--- config.mk ---
export PLATFORM = sky130hd
export DESIGN_NAME = mux_serializer_seq
export DESIGN_NICKNAME = d
export VERILOG_FILES = /design/src/rtl/mux_pkg.sv /design/src/rtl/mux32to1.sv /design/src/rtl/mux_serializer_seq.sv
export SDC_FILE = /design/constraint.sdc
export NUM_CORES = 1
export LEC_CHECK = 0
export CAP_MARGIN = 20
export CORE_MARGIN = 3
export CORE_UTILIZATION = 30
export CTS_BUF_LIST = sky130_fd_sc_hd__clkbuf_2
export DETAILED_ROUTE_END_ITERATION = 8
export HOLD_SLACK_MARGIN = 0.08
export SLEW_MARGIN = 40
export SYNTH_ARGS = -nofsm -noshare
export SYNTH_HDL_FRONTEND = slang
export SYNTH_HIERARCHICAL = 1
export SYNTH_SLANG_ARGS = --single-unit
--- constraint.sdc ---
create_clock -name clk -period 2.5 [get_ports clk]
set_clock_uncertainty 0.05 [all_clocks]
set_input_delay 0.375 -clock clk [delete_from_list [all_inputs] [get_ports clk]]
set_output_delay 0.375 -clock clk [all_outputs]
set_load 0.1 [all_outputs]
--- src/rtl/mux_pkg.sv ---
// Shared constants and state type for the 32:1 mux sequencing stage.
package mux_pkg;
   localparam int MUX_WIDTH = 32;
   localparam int MUX_SEL_W = 5;

   typedef enum logic {
      IDLE  = 1'b0,
      SHIFT = 1'b1
   } ser_state_t;
endpackage

--- src/rtl/mux32to1.sv ---
// 32:1 bit multiplexer: Y = I[S], purely combinational.
module mux32to1
   import mux_pkg::*;
(
   input  logic [MUX_SEL_W-1:0] S,
   input  logic [MUX_WIDTH-1:0] I,
   output logic                 Y
);
   assign Y = I[S];
endmodule

--- src/rtl/mux_serializer_seq.sv ---
// Loads a parallel word and walks the mux select across a programmable bit range,
// emitting one bit per accepted beat over valid/ready/last.
module mux_serializer_seq
   import mux_pkg::*;
#(
   parameter int WIDTH = MUX_WIDTH,
   parameter int SEL_W = MUX_SEL_W
)
(
   input  logic             clk,
   input  logic             rst_n,
   input  logic             in_valid,
   output logic             in_ready,
   input  logic [WIDTH-1:0] in_data,
   input  logic [SEL_W-1:0] in_count,
   input  logic             in_msb_first,
   output logic             out_valid,
   input  logic             out_ready,
   output logic             out_bit,
   output logic             out_last,
   output logic [SEL_W-1:0] out_sel,
   output logic             done
);
   ser_state_t       r_state;
   logic [WIDTH-1:0] r_word;
   logic [SEL_W-1:0] r_sel;
   logic [SEL_W-1:0] r_remaining;
   logic             r_dir;
   logic             r_done;

   logic             w_load;
   logic             w_beat;
   logic             w_last;

   assign in_ready  = (r_state == IDLE);
   assign out_valid = (r_state == SHIFT);
   assign w_load    = in_valid && in_ready;
   assign w_beat    = out_valid && out_ready;
   // remaining stays 0 after a word, so gate with SHIFT to keep out_last low in IDLE
   assign w_last    = out_valid && (r_remaining == '0);

   assign out_last  = w_last;
   assign out_sel   = r_sel;
   assign done      = r_done;

   always_ff @(posedge clk or negedge rst_n) begin
      if (!rst_n) begin
         r_state     <= IDLE;
         r_word      <= '0;
         r_sel       <= '0;
         r_remaining <= '0;
         r_dir       <= 1'b0;
         r_done      <= 1'b0;
      end else begin
         r_done <= 1'b0;
         case (r_state)
            IDLE: begin
               if (w_load) begin
                  r_word      <= in_data;
                  r_remaining <= in_count;
                  r_dir       <= in_msb_first;
                  r_sel       <= in_msb_first ? in_count : '0;
                  r_state     <= SHIFT;
               end
            end
            SHIFT: begin
               if (w_beat) begin
                  if (w_last) begin
                     r_state <= IDLE;
                     r_done  <= 1'b1;
                  end else begin
                     r_remaining <= r_remaining - 1'b1;
                     r_sel       <= r_dir ? (r_sel - 1'b1) : (r_sel + 1'b1);
                  end
               end
            end
            default: r_state <= IDLE;
         endcase
      end
   end

   mux32to1 u_mux (
      .S (r_sel),
      .I (r_word),
      .Y (out_bit)
   );
endmodule

==> impl_metrics.env, run 1 <==
export IMPL_root_buffer="clkbuf_2"
export IMPL_netlist_instances=265
export IMPL_start_util_pct=31.6
export IMPL_power_density_mw_per_mm2=1420
export IMPL_ys_types=35
export IMPL_synth_top_area_cell="dfrtp_1"
export IMPL_finalSetupTns_ns=-0.0256
export IMPL_synth_common_cells="nand2_1, dfrtp_1, mux2i_1"
export IMPL_core_area_mm2=0.00745
export IMPL_synth_async_reset_ratio_pct=100
export IMPL_yosysWarnings=6
export IMPL_gr_usage_all_layers_pct=13.0
export IMPL_period_needed_ns=2.53
export IMPL_cp_max_fo=10
export IMPL_cts_reportedPaths_clkPinSlew_ns=0.23
export IMPL_syn_nets=312
export IMPL_hold_viol=0
export IMPL_io_buffer_count=51
export IMPL_gp_congestion=0.833
export IMPL_fp_dieH_um=94.6
export IMPL_vdd_ir_drop_max_v=0.00131
export IMPL_synth_area_per_cell_um2=8.89
export IMPL_critPathRequiredTime_ns=2.08
export IMPL_start_kind="flop"
export IMPL_drc_errors=0
export IMPL_num_antenna_cells=0
export IMPL_hp_class="in2reg"
export IMPL_drive_gt1_share_pct=10.7
export IMPL_max_slew_margin_pct=59.2
export IMPL_drv_cap=0
export IMPL_avgViaCountPerCell=4.54
export IMPL_gr_total_overflow=0
export IMPL_antenna_found_initial=0
export IMPL_setup_violations=1
export IMPL_synth_ff_type="dfrtp_1"
export IMPL_routed_wl_um=5400
export IMPL_ys_seq_elements=45
export IMPL_status="finished with violations"
export IMPL_grt_pass1_vias=1887
export IMPL_rsz0062_at_grt="yes"
export IMPL_synth_edf_count=0
export IMPL_wl_per_cell_um=13.0
export IMPL_p_total_mw=4.35
export IMPL_cts_tree="done"
export IMPL_worst_endpoint_arrival_ns=2.10
export IMPL_grt_start_max_net_pins=35
export IMPL_cts_buffer_depth=2
export IMPL_critPathCaptureType="output port"
export IMPL_first_pass_iters=4
export IMPL_p_leak_nw=1.48
export IMPL_violations="negative setup slack"
export IMPL_drt_iter0_drc=75
export IMPL_seq_area_frac_synth_pct=47.8
export IMPL_yosysMostFrequentCell="nand2_1"
export IMPL_die_width_um=94.6
export IMPL_tightest_slew_ns=0.613
export IMPL_ioPinCount=52
export IMPL_htree_levels=2
export IMPL_cts_sinks=45
export IMPL_num_rows=31
export IMPL_syn_area_mm2=0.00236
export IMPL_num_vias=1889
export IMPL_ant_nets=0
export IMPL_synth_area_top_cells="dfrtp_1, nand2_1, mux2i_1"
export IMPL_fill_cells=768
export IMPL_synth_top_area_share_pct=47.8
export IMPL_die_area_mm2=0.00895
export IMPL_final_nets=363
export IMPL_finalMaxSlewViolations=0
export IMPL_insertion_delay_ns=0.40
export IMPL_setup_ws_ns=-0.0256
export IMPL_fmax_mhz=396
export IMPL_cts_buffers=5
export IMPL_grt_pass1_wl_um=9090
export IMPL_synthToLayoutAreaGrowth_pct=30.2
export IMPL_hpwl_um=3870
export IMPL_crit_type="reg2out"
export IMPL_post_route_period_util_pct=101
[what timing repair did]
item / 4_1_cts / 5_1_grt
hold buffers: 1 / 0
hold endpoints to repair: 26 / 0
pin swaps: 1 / 0
buffers inserted: 2 / 0
cloned: 0 / 0
setup endpoints to repair: 1 / 1
resized for setup: 1 / 2
[critical path: stages, from the launching register on]
cell and delay (ns):
dfrtp_4 0.54, buf_12 0.16, mux2i_1 0.18, a21oi_1 0.10, nand3_1 0.10, nand2_1 0.05
a311o_2 0.39, buf_12 0.18
[cells in the final DEF, fill, tap and decap left out, drive strengths merged, types with 2 or more instances in the layout]
cell           synthesis  layout
buf                    4      16
o32ai                  2       2
clkbuf                 9       5
clkdlybuf4s50          0      40
and2                   4       4
nor2b                  3       3
o31ai                  2       2
dfrtp                 45      45
ha                     4       4
nor3                   2       2
xor2                   2       2
nand3                  8       8
a21oi                  7       7
inv                    6       6
nand2                110     110
bufinv                 0       2
a22oi                  6       6
nand2b                 2       2
nor2                   6       6
o21ai                  9       9
mux2i                 21      21
[power by group]
group	switching [mW]	leakage (nW)	total, mW	internal (mW)
combinational	1.52	0.869	2.46	0.941
clock	0.240	0.0529	0.508	0.267
sequential	0.310	0.555	1.39	1.08
[sequential cells by signal, summed over array words and instances, names as in the netlist]
| name | count |
|---|---|
| r_remaining | 5 |
| out_valid | 1 |
| done | 1 |
| out_sel | 5 |
| r_dir | 1 |
| r_word | 32 |
[area by class of cell]
class | count | area, um2 | share of cell area [%]
Inverter | 6 | 22.5 | 0.734
Timing Repair Buffer | 57 | 566 | 18.4
Multi-Input combinational cell | 201 | 1130 | 36.9
Tap cell | 99 | 124 | 4.04
Sequential cell | 45 | 1130 | 36.9
Clock inverter | 3 | 65.1 | 2.12
Clock buffer | 5 | 25.0 | 0.816
[metrics by stage]
step / util [%] / hold WS (ns) / cell area (um2) / cells / worst slack [ns]
2_1_floorplan: - / 0.0294 / 2360 / 265 / -0.0684
3_3_place_gp: 39.4 / 0.367 / 2930 / 405 / 0.323
3_5_place_dp: 39.4 / 0.376 / 2930 / 405 / 0.285
4_1_cts: 41.1 / 0.377 / 3060 / 416 / -0.0394
5_1_grt: 41.2 / 0.377 / 3070 / 416 / -0.118
6_report: 41.2 / 0.408 / 3070 / 416 / -0.0256
[final timing paths]
path	to	slack, ns	cells after the start	start
min	r_word[1]	0.41	3	in_data[1]
min in group asynchronous	r_remaining[3]	0.43	2	rst_n
min reg2reg	r_word[12]	0.46	2	r_word[12]
max in group asynchronous	r_word[9]	1.28	3	rst_n
max reg2reg	out_sel[4]	0.51	6	out_sel[1]
max	out_bit	-0.03	7	out_sel[1]
[per-layer routing]
layer	routed length, um	up-vias	GRT usage (%)
met5	0	-	0
met4	64	0	3.85
met3	278	5	2.95
met2	2310	45	19.8
met1	2740	858	18.3
li1	-	981	-
[kinds of logic after synthesis]
| kind of cell | after synthesis | synth area share (%) |
|---|---|---|
| xor gates and xnor gates | 2 | 0.744 |
| and+or+nand+nor | 140 | 25.1 |
| AOI/OAI and AO/OA | 33 | 10.1 |
| buffers and inverters | 19 | 4.41 |
| adders and majority gates | 5 | 2.97 |
| muxes | 21 | 8.92 |
| DFF | 45 | 47.8 |
No activity file was read; power rests on OpenSTA's default activity.
==> inputs of run 2 (changes only) <==
--- a/config.mk
+++ b/config.mk
@@ -9,6 +9,7 @@
 export CORE_MARGIN = 3
 export CORE_UTILIZATION = 30
 export CTS_BUF_LIST = sky130_fd_sc_hd__clkbuf_2
+export CTS_CLUSTER_DIAMETER = 80
 export DETAILED_ROUTE_END_ITERATION = 8
 export HOLD_SLACK_MARGIN = 0.08
 export SLEW_MARGIN = 40
==> results of run 2 <==
No change in the layout: final DEF, timing and power equal those of run 1.
==> inputs of run 3 (changes only) <==
--- a/config.mk
+++ b/config.mk
@@ -12,8 +12,10 @@
 export CTS_CLUSTER_DIAMETER = 80
 export DETAILED_ROUTE_END_ITERATION = 8
 export HOLD_SLACK_MARGIN = 0.08
+export SKIP_CTS_REPAIR_TIMING = 1
 export SLEW_MARGIN = 40
 export SYNTH_ARGS = -nofsm -noshare
 export SYNTH_HDL_FRONTEND = slang
 export SYNTH_HIERARCHICAL = 1
 export SYNTH_SLANG_ARGS = --single-unit
+export TNS_END_PERCENT = 20
==> impl_metrics.env, run 3 (synthesis results as in run 1) <==
export IMPL_die_width_um=94.6
export IMPL_ant_nets=0
export IMPL_fin_cells=419
export IMPL_p_total_mw=4.36
export IMPL_violations="negative setup slack"
export IMPL_synthToLayoutAreaGrowth_pct=30.6
export IMPL_drc_errors=0
export IMPL_grt_pass1_vias=1868
export IMPL_avgViaCountPerCell=4.48
export IMPL_multi_input_area_mm2=0.00113
export IMPL_critPathCaptureType="output port"
export IMPL_post_route_period_util_pct=101
export IMPL_critPathRequiredTime_ns=2.08
export IMPL_reg2reg_from="out_sel[1]"
export IMPL_finalSetupTns_ns=-0.0180
export IMPL_cts_sinks=45
export IMPL_root_buffer="clkbuf_2"
export IMPL_fp_dieH_um=94.6
export IMPL_gr_usage_all_layers_pct=12.8
export IMPL_final_nets=366
export IMPL_wl_per_cell_um=12.9
export IMPL_insertion_delay_ns=0.40
export IMPL_setup_ws_ns=-0.0180
export IMPL_fmax_mhz=397
export IMPL_grt_pass1_wl_um=9020
export IMPL_power_density_mw_per_mm2=1420
export IMPL_drv_cap=0
export IMPL_min_from="in_data[1]"
export IMPL_largest_reg_flops=32
export IMPL_regMostFlops="r_word"
export IMPL_rsz0062_at_grt="yes"
export IMPL_core_area_mm2=0.00745
export IMPL_most_common_layout_cells="nand2_1, dfrtp_1, clkdlybuf4s50_1"
export IMPL_cts_buffers=5
export IMPL_num_vias=1878
export IMPL_status="finished with violations"
export IMPL_hold_viol=0
export IMPL_grt_start_max_net_pins=35
export IMPL_num_rows=31
export IMPL_drt_iter0_drc=83
export IMPL_tightest_slew_ns=0.606
export IMPL_cp_startpoint="out_sel[1]"
export IMPL_worst_endpoint_arrival_ns=2.09
export IMPL_io_buffer_count=51
export IMPL_max_slew_margin_pct=59.6
export IMPL_first_pass_iters=5
export IMPL_hold_slack_ns=0.407
export IMPL_p_leak_nw=1.49
export IMPL_hp_class="in2reg"
export IMPL_hpwl_um=3870
export IMPL_ioPinCount=52
export IMPL_cts_buffer_depth=2
export IMPL_placedCellCount=405
export IMPL_crit_type="reg2out"
export IMPL_period_needed_ns=2.52
export IMPL_num_antenna_cells=0
export IMPL_routed_wl_um=5420
export IMPL_drive_gt1_share_pct=11.3
export IMPL_gr_total_overflow=0
export IMPL_regArea_mm2=0.00113
export IMPL_start_util_pct=31.6
export IMPL_antenna_found_initial=0
export IMPL_place_ws_ns=0.285
export IMPL_start_kind="flop"
export IMPL_htree_levels=2
export IMPL_cp_max_fo=10
export IMPL_die_area_mm2=0.00895
export IMPL_cts_tree="done"
export IMPL_vdd_ir_drop_max_v=0.00132
export IMPL_design_area_mm2=0.00308
export IMPL_post_route_util_pct=41.3
export IMPL_finalMaxSlewViolations=0
export IMPL_layout_commonest_cell="nand2_1"
export IMPL_setup_violations=1
export IMPL_gp_congestion=0.833
export IMPL_cts_reportedPaths_clkPinSlew_ns=0.23
export IMPL_placed_cell_area_mm2=0.00293
export IMPL_fill_cells=768
run 3: cell type report:
class,instances,share of cell area (%)
clock buffer,5,0.813
clock inverter,3,2.11
inverter,6,0.732
multi-input combinational,201,36.7
sequential,45,36.8
tap,99,4.02
timing repair buffer,60,18.8
run 3: power by group:
| part | internal, mW | leakage (nW) | total, mW | switching, mW |
|---|---|---|---|---|
| registers | 1.08 | 0.555 | 1.41 | 0.332 |
| logic | 0.950 | 0.880 | 2.45 | 1.50 |
| clock network | 0.268 | 0.0529 | 0.507 | 0.239 |
| total | 2.29 | 1.49 | 4.36 | 2.07 |
run 3: path summary, 6_finish.rpt:
check                      slack [ns]              to  depth (start not counted)
min in group asynchronous        0.43  r_remaining[3]                          2
min reg2reg                      0.46      r_word[12]                          2
max                             -0.02         out_bit                          7
min                              0.41       r_word[1]                          3
max reg2reg                      0.46      out_sel[4]                          6
max in group asynchronous        1.29       r_word[9]                          3
run 3: per-layer routing:
| metal | track usage (%) | share of wire [%] | vias to the layer above |
|---|---|---|---|
| met4 | 3.85 | 1.2 | 0 |
| met1 | 18.0 | 50 | 850 |
| met2 | 19.6 | 44 | 42 |
| li1 | - | - | 981 |
| met3 | 2.95 | 5.2 | 5 |
| met5 | 0 | 0 | - |
run 3: critical path: stages (launching register included):
cell and delay (ns):
dfrtp_4 0.60, buf_4 0.17, mux2i_1 0.14, a22oi_1 0.10, nand3_1 0.09, nand2_1 0.05, a311o_2 0.35, buf_12 0.18
